$ cat config.mk
export PLATFORM = sky130hd
export DESIGN_NAME = ternary_serial_subtractor
export DESIGN_NICKNAME = d
export VERILOG_FILES = /design/src/rtl/ternary_pkg.sv /design/src/rtl/ternary_full_subtractor.sv /design/src/rtl/ternary_serial_subtractor.sv
export SDC_FILE = /design/constraint.sdc
export NUM_CORES = 1
export LEC_CHECK = 0
export ABC_CLOCK_PERIOD_IN_PS = 7200
export BUFFER_PORTS_ARGS = -buffer_cell sky130_fd_sc_hd__buf_2
export CAP_MARGIN = 20
export CORE_UTILIZATION = 40
export CTS_BUF_LIST = sky130_fd_sc_hd__clkbuf_8
export DETAILED_ROUTE_END_ITERATION = 6
export REMOVE_ABC_BUFFERS = 1
export SLEW_MARGIN = 20
export SYNTH_ARGS = -nofsm -noshare
export SYNTH_HDL_FRONTEND = slang
export SYNTH_HIERARCHICAL = 1
export SYNTH_SLANG_ARGS = --single-unit
$ cat constraint.sdc
create_clock -name clk -period 7.2 [get_ports clk]
set_clock_uncertainty 0.2 [all_clocks]
set_input_delay 0.72 -clock clk [delete_from_list [all_inputs] [get_ports clk]]
set_output_delay 0.72 -clock clk [all_outputs]
set_load 0.02 [all_outputs]
$ cat src/rtl/ternary_pkg.sv
// Shared ternary definitions: trit encodings, serial subtractor FSM states
// and a trit decode helper used by the ternary adder and subtractor.
package ternary_pkg;

    localparam logic [1:0] TRIT_0   = 2'b00;
    localparam logic [1:0] TRIT_1   = 2'b01;
    localparam logic [1:0] TRIT_2   = 2'b10;
    localparam logic [1:0] TRIT_BAD = 2'b11;

    typedef enum logic [1:0] {
        S_IDLE = 2'b00,
        S_RUN  = 2'b01,
        S_DONE = 2'b10
    } state_t;

    // Decode a trit to its numeric value; the illegal code reads as zero.
    function automatic logic [1:0] trit_val(input logic [1:0] t);
        logic [1:0] v;
        case (t)
            TRIT_0:  v = 2'd0;
            TRIT_1:  v = 2'd1;
            TRIT_2:  v = 2'd2;
            default: v = 2'd0;
        endcase
        return v;
    endfunction

    function automatic logic trit_is_bad(input logic [1:0] t);
        return (t == TRIT_BAD);
    endfunction

endpackage

$ cat src/rtl/ternary_full_subtractor.sv
// Combinational one-trit ternary subtractor: d = a - b - bin (mod 3), bout on underflow.
module ternary_full_subtractor
    import ternary_pkg::*;
(
    input  logic a1,
    input  logic a0,
    input  logic b1,
    input  logic b0,
    input  logic bin,
    output logic d1,
    output logic d0,
    output logic bout
);

    logic [2:0] sum_s;
    logic [2:0] d_s;

    // Bias by 3 so the difference stays non-negative (range 0..5).
    always_comb begin
        sum_s = 3'd0;
        d_s   = 3'd0;
        bout  = 1'b0;
        sum_s = {1'b0, trit_val({a1, a0})} + 3'd3
              - {1'b0, trit_val({b1, b0})} - {2'b00, bin};
        if (sum_s >= 3'd3) begin
            d_s  = sum_s - 3'd3;
            bout = 1'b0;
        end else begin
            d_s  = sum_s;
            bout = 1'b1;
        end
        d1 = d_s[1];
        d0 = d_s[0];
    end

endmodule

$ cat src/rtl/ternary_serial_subtractor.sv
// Digit-serial N-trit ternary subtractor (A - B), LS trit first, start/busy/done handshake.
// Optional sticky illegal-code flag enabled by defining TSUB_ILLEGAL_CHECK_EN.
module ternary_serial_subtractor
    import ternary_pkg::*;
#(
    parameter int N = 4
) (
    input  logic           clk,
    input  logic           rst_n,
    input  logic           start,
    input  logic [2*N-1:0] a,
    input  logic [2*N-1:0] b,
    output logic           busy,
    output logic           done,
    output logic [2*N-1:0] diff,
    output logic           borrow
`ifdef TSUB_ILLEGAL_CHECK_EN
    ,
    output logic           illegal
`endif
);

    localparam int W     = 2 * N;
    localparam int CNT_W = (N > 1) ? $clog2(N) : 1;
    localparam logic [CNT_W-1:0] CNT_LAST = CNT_W'(N - 1);

    state_t           state_r;
    state_t           state_s;
    logic [W-1:0]     a_sh_r;
    logic [W-1:0]     b_sh_r;
    logic [W-1:0]     diff_r;
    logic [CNT_W-1:0] cnt_r;
    logic             br_r;
    logic             borrow_r;
    logic             busy_r;
    logic             done_r;
    logic             accept_s;
    logic             last_s;
    logic             d1_s;
    logic             d0_s;
    logic             bout_s;

    assign accept_s = start && (state_r != S_RUN);
    assign last_s   = (state_r == S_RUN) && (cnt_r == CNT_LAST);

    ternary_full_subtractor u_fs (
        .a1   (a_sh_r[1]),
        .a0   (a_sh_r[0]),
        .b1   (b_sh_r[1]),
        .b0   (b_sh_r[0]),
        .bin  (br_r),
        .d1   (d1_s),
        .d0   (d0_s),
        .bout (bout_s)
    );

    // FSM state register.
    always_ff @(posedge clk) begin
        if (!rst_n) begin
            state_r <= S_IDLE;
        end else begin
            state_r <= state_s;
        end
    end

    // FSM next-state logic; DONE accepts a new start just like IDLE.
    always_comb begin
        state_s = state_r;
        case (state_r)
            S_IDLE: begin
                if (accept_s) state_s = S_RUN;
                else          state_s = S_IDLE;
            end
            S_RUN: begin
                if (last_s) state_s = S_DONE;
                else        state_s = S_RUN;
            end
            S_DONE: begin
                if (accept_s) state_s = S_RUN;
                else          state_s = S_IDLE;
            end
            default: state_s = S_IDLE;
        endcase
    end

    // Operand capture, trit-serial datapath and registered handshake outputs.
    always_ff @(posedge clk) begin
        if (!rst_n) begin
            a_sh_r   <= '0;
            b_sh_r   <= '0;
            diff_r   <= '0;
            cnt_r    <= '0;
            br_r     <= 1'b0;
            borrow_r <= 1'b0;
            busy_r   <= 1'b0;
            done_r   <= 1'b0;
        end else begin
            if (accept_s) begin
                a_sh_r <= a;
                b_sh_r <= b;
                br_r   <= 1'b0;
                cnt_r  <= '0;
            end else if (state_r == S_RUN) begin
                a_sh_r <= a_sh_r >> 2;
                b_sh_r <= b_sh_r >> 2;
                // New trit enters at the top so trit 0 lands at the LSB after N shifts.
                diff_r <= (diff_r >> 2) | (W'({d1_s, d0_s}) << (W - 2));
                br_r   <= bout_s;
                cnt_r  <= cnt_r + {{(CNT_W-1){1'b0}}, 1'b1};
                if (last_s) begin
                    borrow_r <= bout_s;
                end else begin
                    borrow_r <= borrow_r;
                end
            end else begin
                a_sh_r <= a_sh_r;
                b_sh_r <= b_sh_r;
                diff_r <= diff_r;
                cnt_r  <= cnt_r;
            end
            busy_r <= (state_s == S_RUN);
            done_r <= (state_s == S_DONE);
        end
    end

    assign busy   = busy_r;
    assign done   = done_r;
    assign diff   = diff_r;
    assign borrow = borrow_r;

`ifdef TSUB_ILLEGAL_CHECK_EN
    logic illegal_r;

    // Sticky flag for an illegal code in any processed trit of either operand.
    always_ff @(posedge clk) begin
        if (!rst_n) begin
            illegal_r <= 1'b0;
        end else if (accept_s) begin
            illegal_r <= 1'b0;
        end else if ((state_r == S_RUN) &&
                     (trit_is_bad(a_sh_r[1:0]) || trit_is_bad(b_sh_r[1:0]))) begin
            illegal_r <= 1'b1;
        end else begin
            illegal_r <= illegal_r;
        end
    end

    assign illegal = illegal_r;
`endif

endmodule

==> reports/metrics.yaml <==
status: "finished, final reports clean"
tightestPinTransition_ns: 1.016
slew_headroom_pct: 32.23
cp_slowest_cell: "fa_1"
num_rows: 22
netSwitchingFraction_pct: 30.08
finalCritPeriodShare_pct: 37.38
via_count: 1174
path_max_fanout: 5
p_switching_uw: 127.7
cp_data_required_time_ns: 7.22
dp_hpwl_um: 1903
start_kind: "flop"
grt_pass1_wl_um: 4850
dr.pass1.iters: 4
path_class: "reg2reg"
htreeDepth: 2
rsz0062_at_grt: "false"
clkLatencyLatePin_ns: 0.28
ys_types: 33
clkSlewWorstSetupHoldPaths_ns: 0.06
fp.dieW_um: 65.01
io-pin-count: 30
antenna_left: 0
p_leak_uw: 0.0007520
dp.cells: 231
crit_path_max_incr_delay_ns: 0.50
grt_max_degree: 31
p_comb_share_pct: 23.8
antenna_cells: 0
ys.flop_type: "dfxtp_1"
postCtsSetupBuffers: 0
post_cts_resized: 0
finalSetupViolations: 0
hold_path_class: "reg2reg"
crit_family: "adder cells"
fill_cells: 395
syn_inst: 165
p_seq_share_pct: 46.5
gp_congestion: 0.7056
crit_chain: "nor2b_1 > ha_1 > inv_1 > ha_1 > fa_1 > ha_1 > or3_1 > mux2i_1 > nand2_2 > a21boi_2"
cp.arrival_ns: 2.71
ys_warn_count: 6
wl_per_cell_um: 11.79
final_util_pct: 47.16
synth-edff-count: 0
final_cell_mix: "dfxtp_1, buf_2, nand2_1, a21oi_2, o21ai_1"
intPower_uw: 296.8
die_height_um: 65.01
setup_tns_ns: 0
dieArea_um2: 4226
cts_tree: "built"
core_area_um2: 3744
track_usage_pct: 15.29
fin_crit_ns: 2.692
numCtsBuffers: 5
r2r_slack_ns: 4.51
cap_violations: 0
synth_top_cell_by_area: "dfxtp_1"
ir_drop_uv: 123.2
clock_sinks: 32
ys_async_sr_fraction_pct: 0
synth.area.top_cells: "dfxtp_1, a21oi_2, nand2_1"
root_buffer: "clkbuf_8"
setup.worst_path.end_class: "flop"
drive_gt1_share_pct: 38.95
antenna_found_initial: 0
drc: 0
finalWirelength_um: 2807
cts_hold_buf: 0
layout_commonest_cell: "dfxtp_1"
synth-seq-area-share_pct: 40.35
grt_pass1_vias: 1157
fmaxAchievable_mhz: 371.5
ys_seq_elements: 32
clk_path_buf_depth: 2
hold_viol: 0
gr-total-overflow: 0
power_density_nw_per_um2: 240.5
layout.cells.non_filler: 238
routed_via_density: 4.933
drt-initial-drc-count: 62
area_growth_pct: 11.19
crit_buf_inv: 1
synthesis.area_um2: 1588
crit_top_cell: "ha_1"
io_buffers: 29
drv_slew: 0
fin_nets: 215
avgSynthCellArea_um2: 9.623
synth_top_area_share_pct: 40.35
start_util_pct: 42.41
clkPwrFrac_pct: 29.7
cell families after synthesis:
kind of cell,synth area share [%]
AO/OA/AOI/OAI,25.61
flip-flops,40.35
XOR/XNOR,0.5517
AND/OR/NAND/NOR,15.60
adder cells (fa/ha/maj),5.201
multiplexers,3.783
buffers and inverters,8.904
power by group through the flow:
stage	clock, uW	sequential, uW	combinational, uW
2_1_floorplan	0	204	71.3
3_3_place_gp	0	201	95.4
3_5_place_dp	0	201	99.8
4_1_cts	131	197	102
5_1_grt	139	199	113
6_report	126	197	101
Yosys cell counts (2+ instances only):
master	number
buf_6	5
nand2_1	24
nand2_2	7
buf_12	2
a21boi_2	7
and3_1	3
a21oi_2	22
and2_1	2
mux2i_1	6
inv_1	4
dfxtp_1	32
clkbuf_1	3
a21boi_1	3
ha_1	5
nor2_1	6
nor2b_1	2
a21oi_1	2
nand2b_1	3
nand3_1	2
o21ai_1	12
flip-flops by register name (all words and copies together) (netlist names):
name	flops
cnt_r	2
a_sh_r	8
b_sh_r	8
state_r	2
borrow	1
done	1
diff	8
br_r	1
busy	1
stage by stage:
step	hold slack, ns	cell area (um2)	total power, uW	setup slack (ns)
6_report	0.2483	1765	424.5	4.508
5_1_grt	0.2667	1765	450.9	4.363
4_1_cts	0.2522	1765	430.5	4.500
3_5_place_dp	0.2439	1688	301.2	4.536
3_3_place_gp	0.2393	1673	296.0	4.568
2_1_floorplan	0.2599	1468	275.2	4.614
worst reg2reg max path, delay by kind of cell (launching register included):
kind / cells / cell delay [ns]
fa+ha+maj: 4 / 1.22
simple gates: 3 / 0.59
flops: 1 / 0.33
mux: 1 / 0.17
compound gates: 1 / 0.10
buf+inv: 1 / 0.04
final timing paths:
check	from	endpoint	cells past startpoint
max	b_sh_r[0]$_SDFFE_PN0P_	diff[6]$_SDFFE_PN0P_	10
min	diff[1]$_SDFFE_PN0P_	diff[1]$_SDFFE_PN0P_	2
max reg2reg	b_sh_r[0]$_SDFFE_PN0P_	diff[6]$_SDFFE_PN0P_	10
min reg2reg	diff[1]$_SDFFE_PN0P_	diff[1]$_SDFFE_PN0P_	2
cell type report:
type | instances | area, um2 | share of cell area (%)
Multi-Input combinational cell | 116 | 805.8 | 45.64
Sequential cell | 32 | 640.6 | 36.29
Timing Repair Buffer | 30 | 160.2 | 9.072
Clock buffer | 5 | 68.82 | 3.898
Tap cell | 48 | 60.06 | 3.402
Inverter | 5 | 21.27 | 1.205
Clock inverter | 2 | 8.758 | 0.4961
metal layers:
layer	routed length [um]	vias to the layer above	global-route usage, %	part of all wire (%)
li1	-	608	-	-
met1	1208	527	15.55	43
met2	1381	32	27.99	49
met3	168	7	4.577	6.0
met4	49	0	7.500	1.7
met5	0	-	0	0
(Power assumes the default switching activity.)
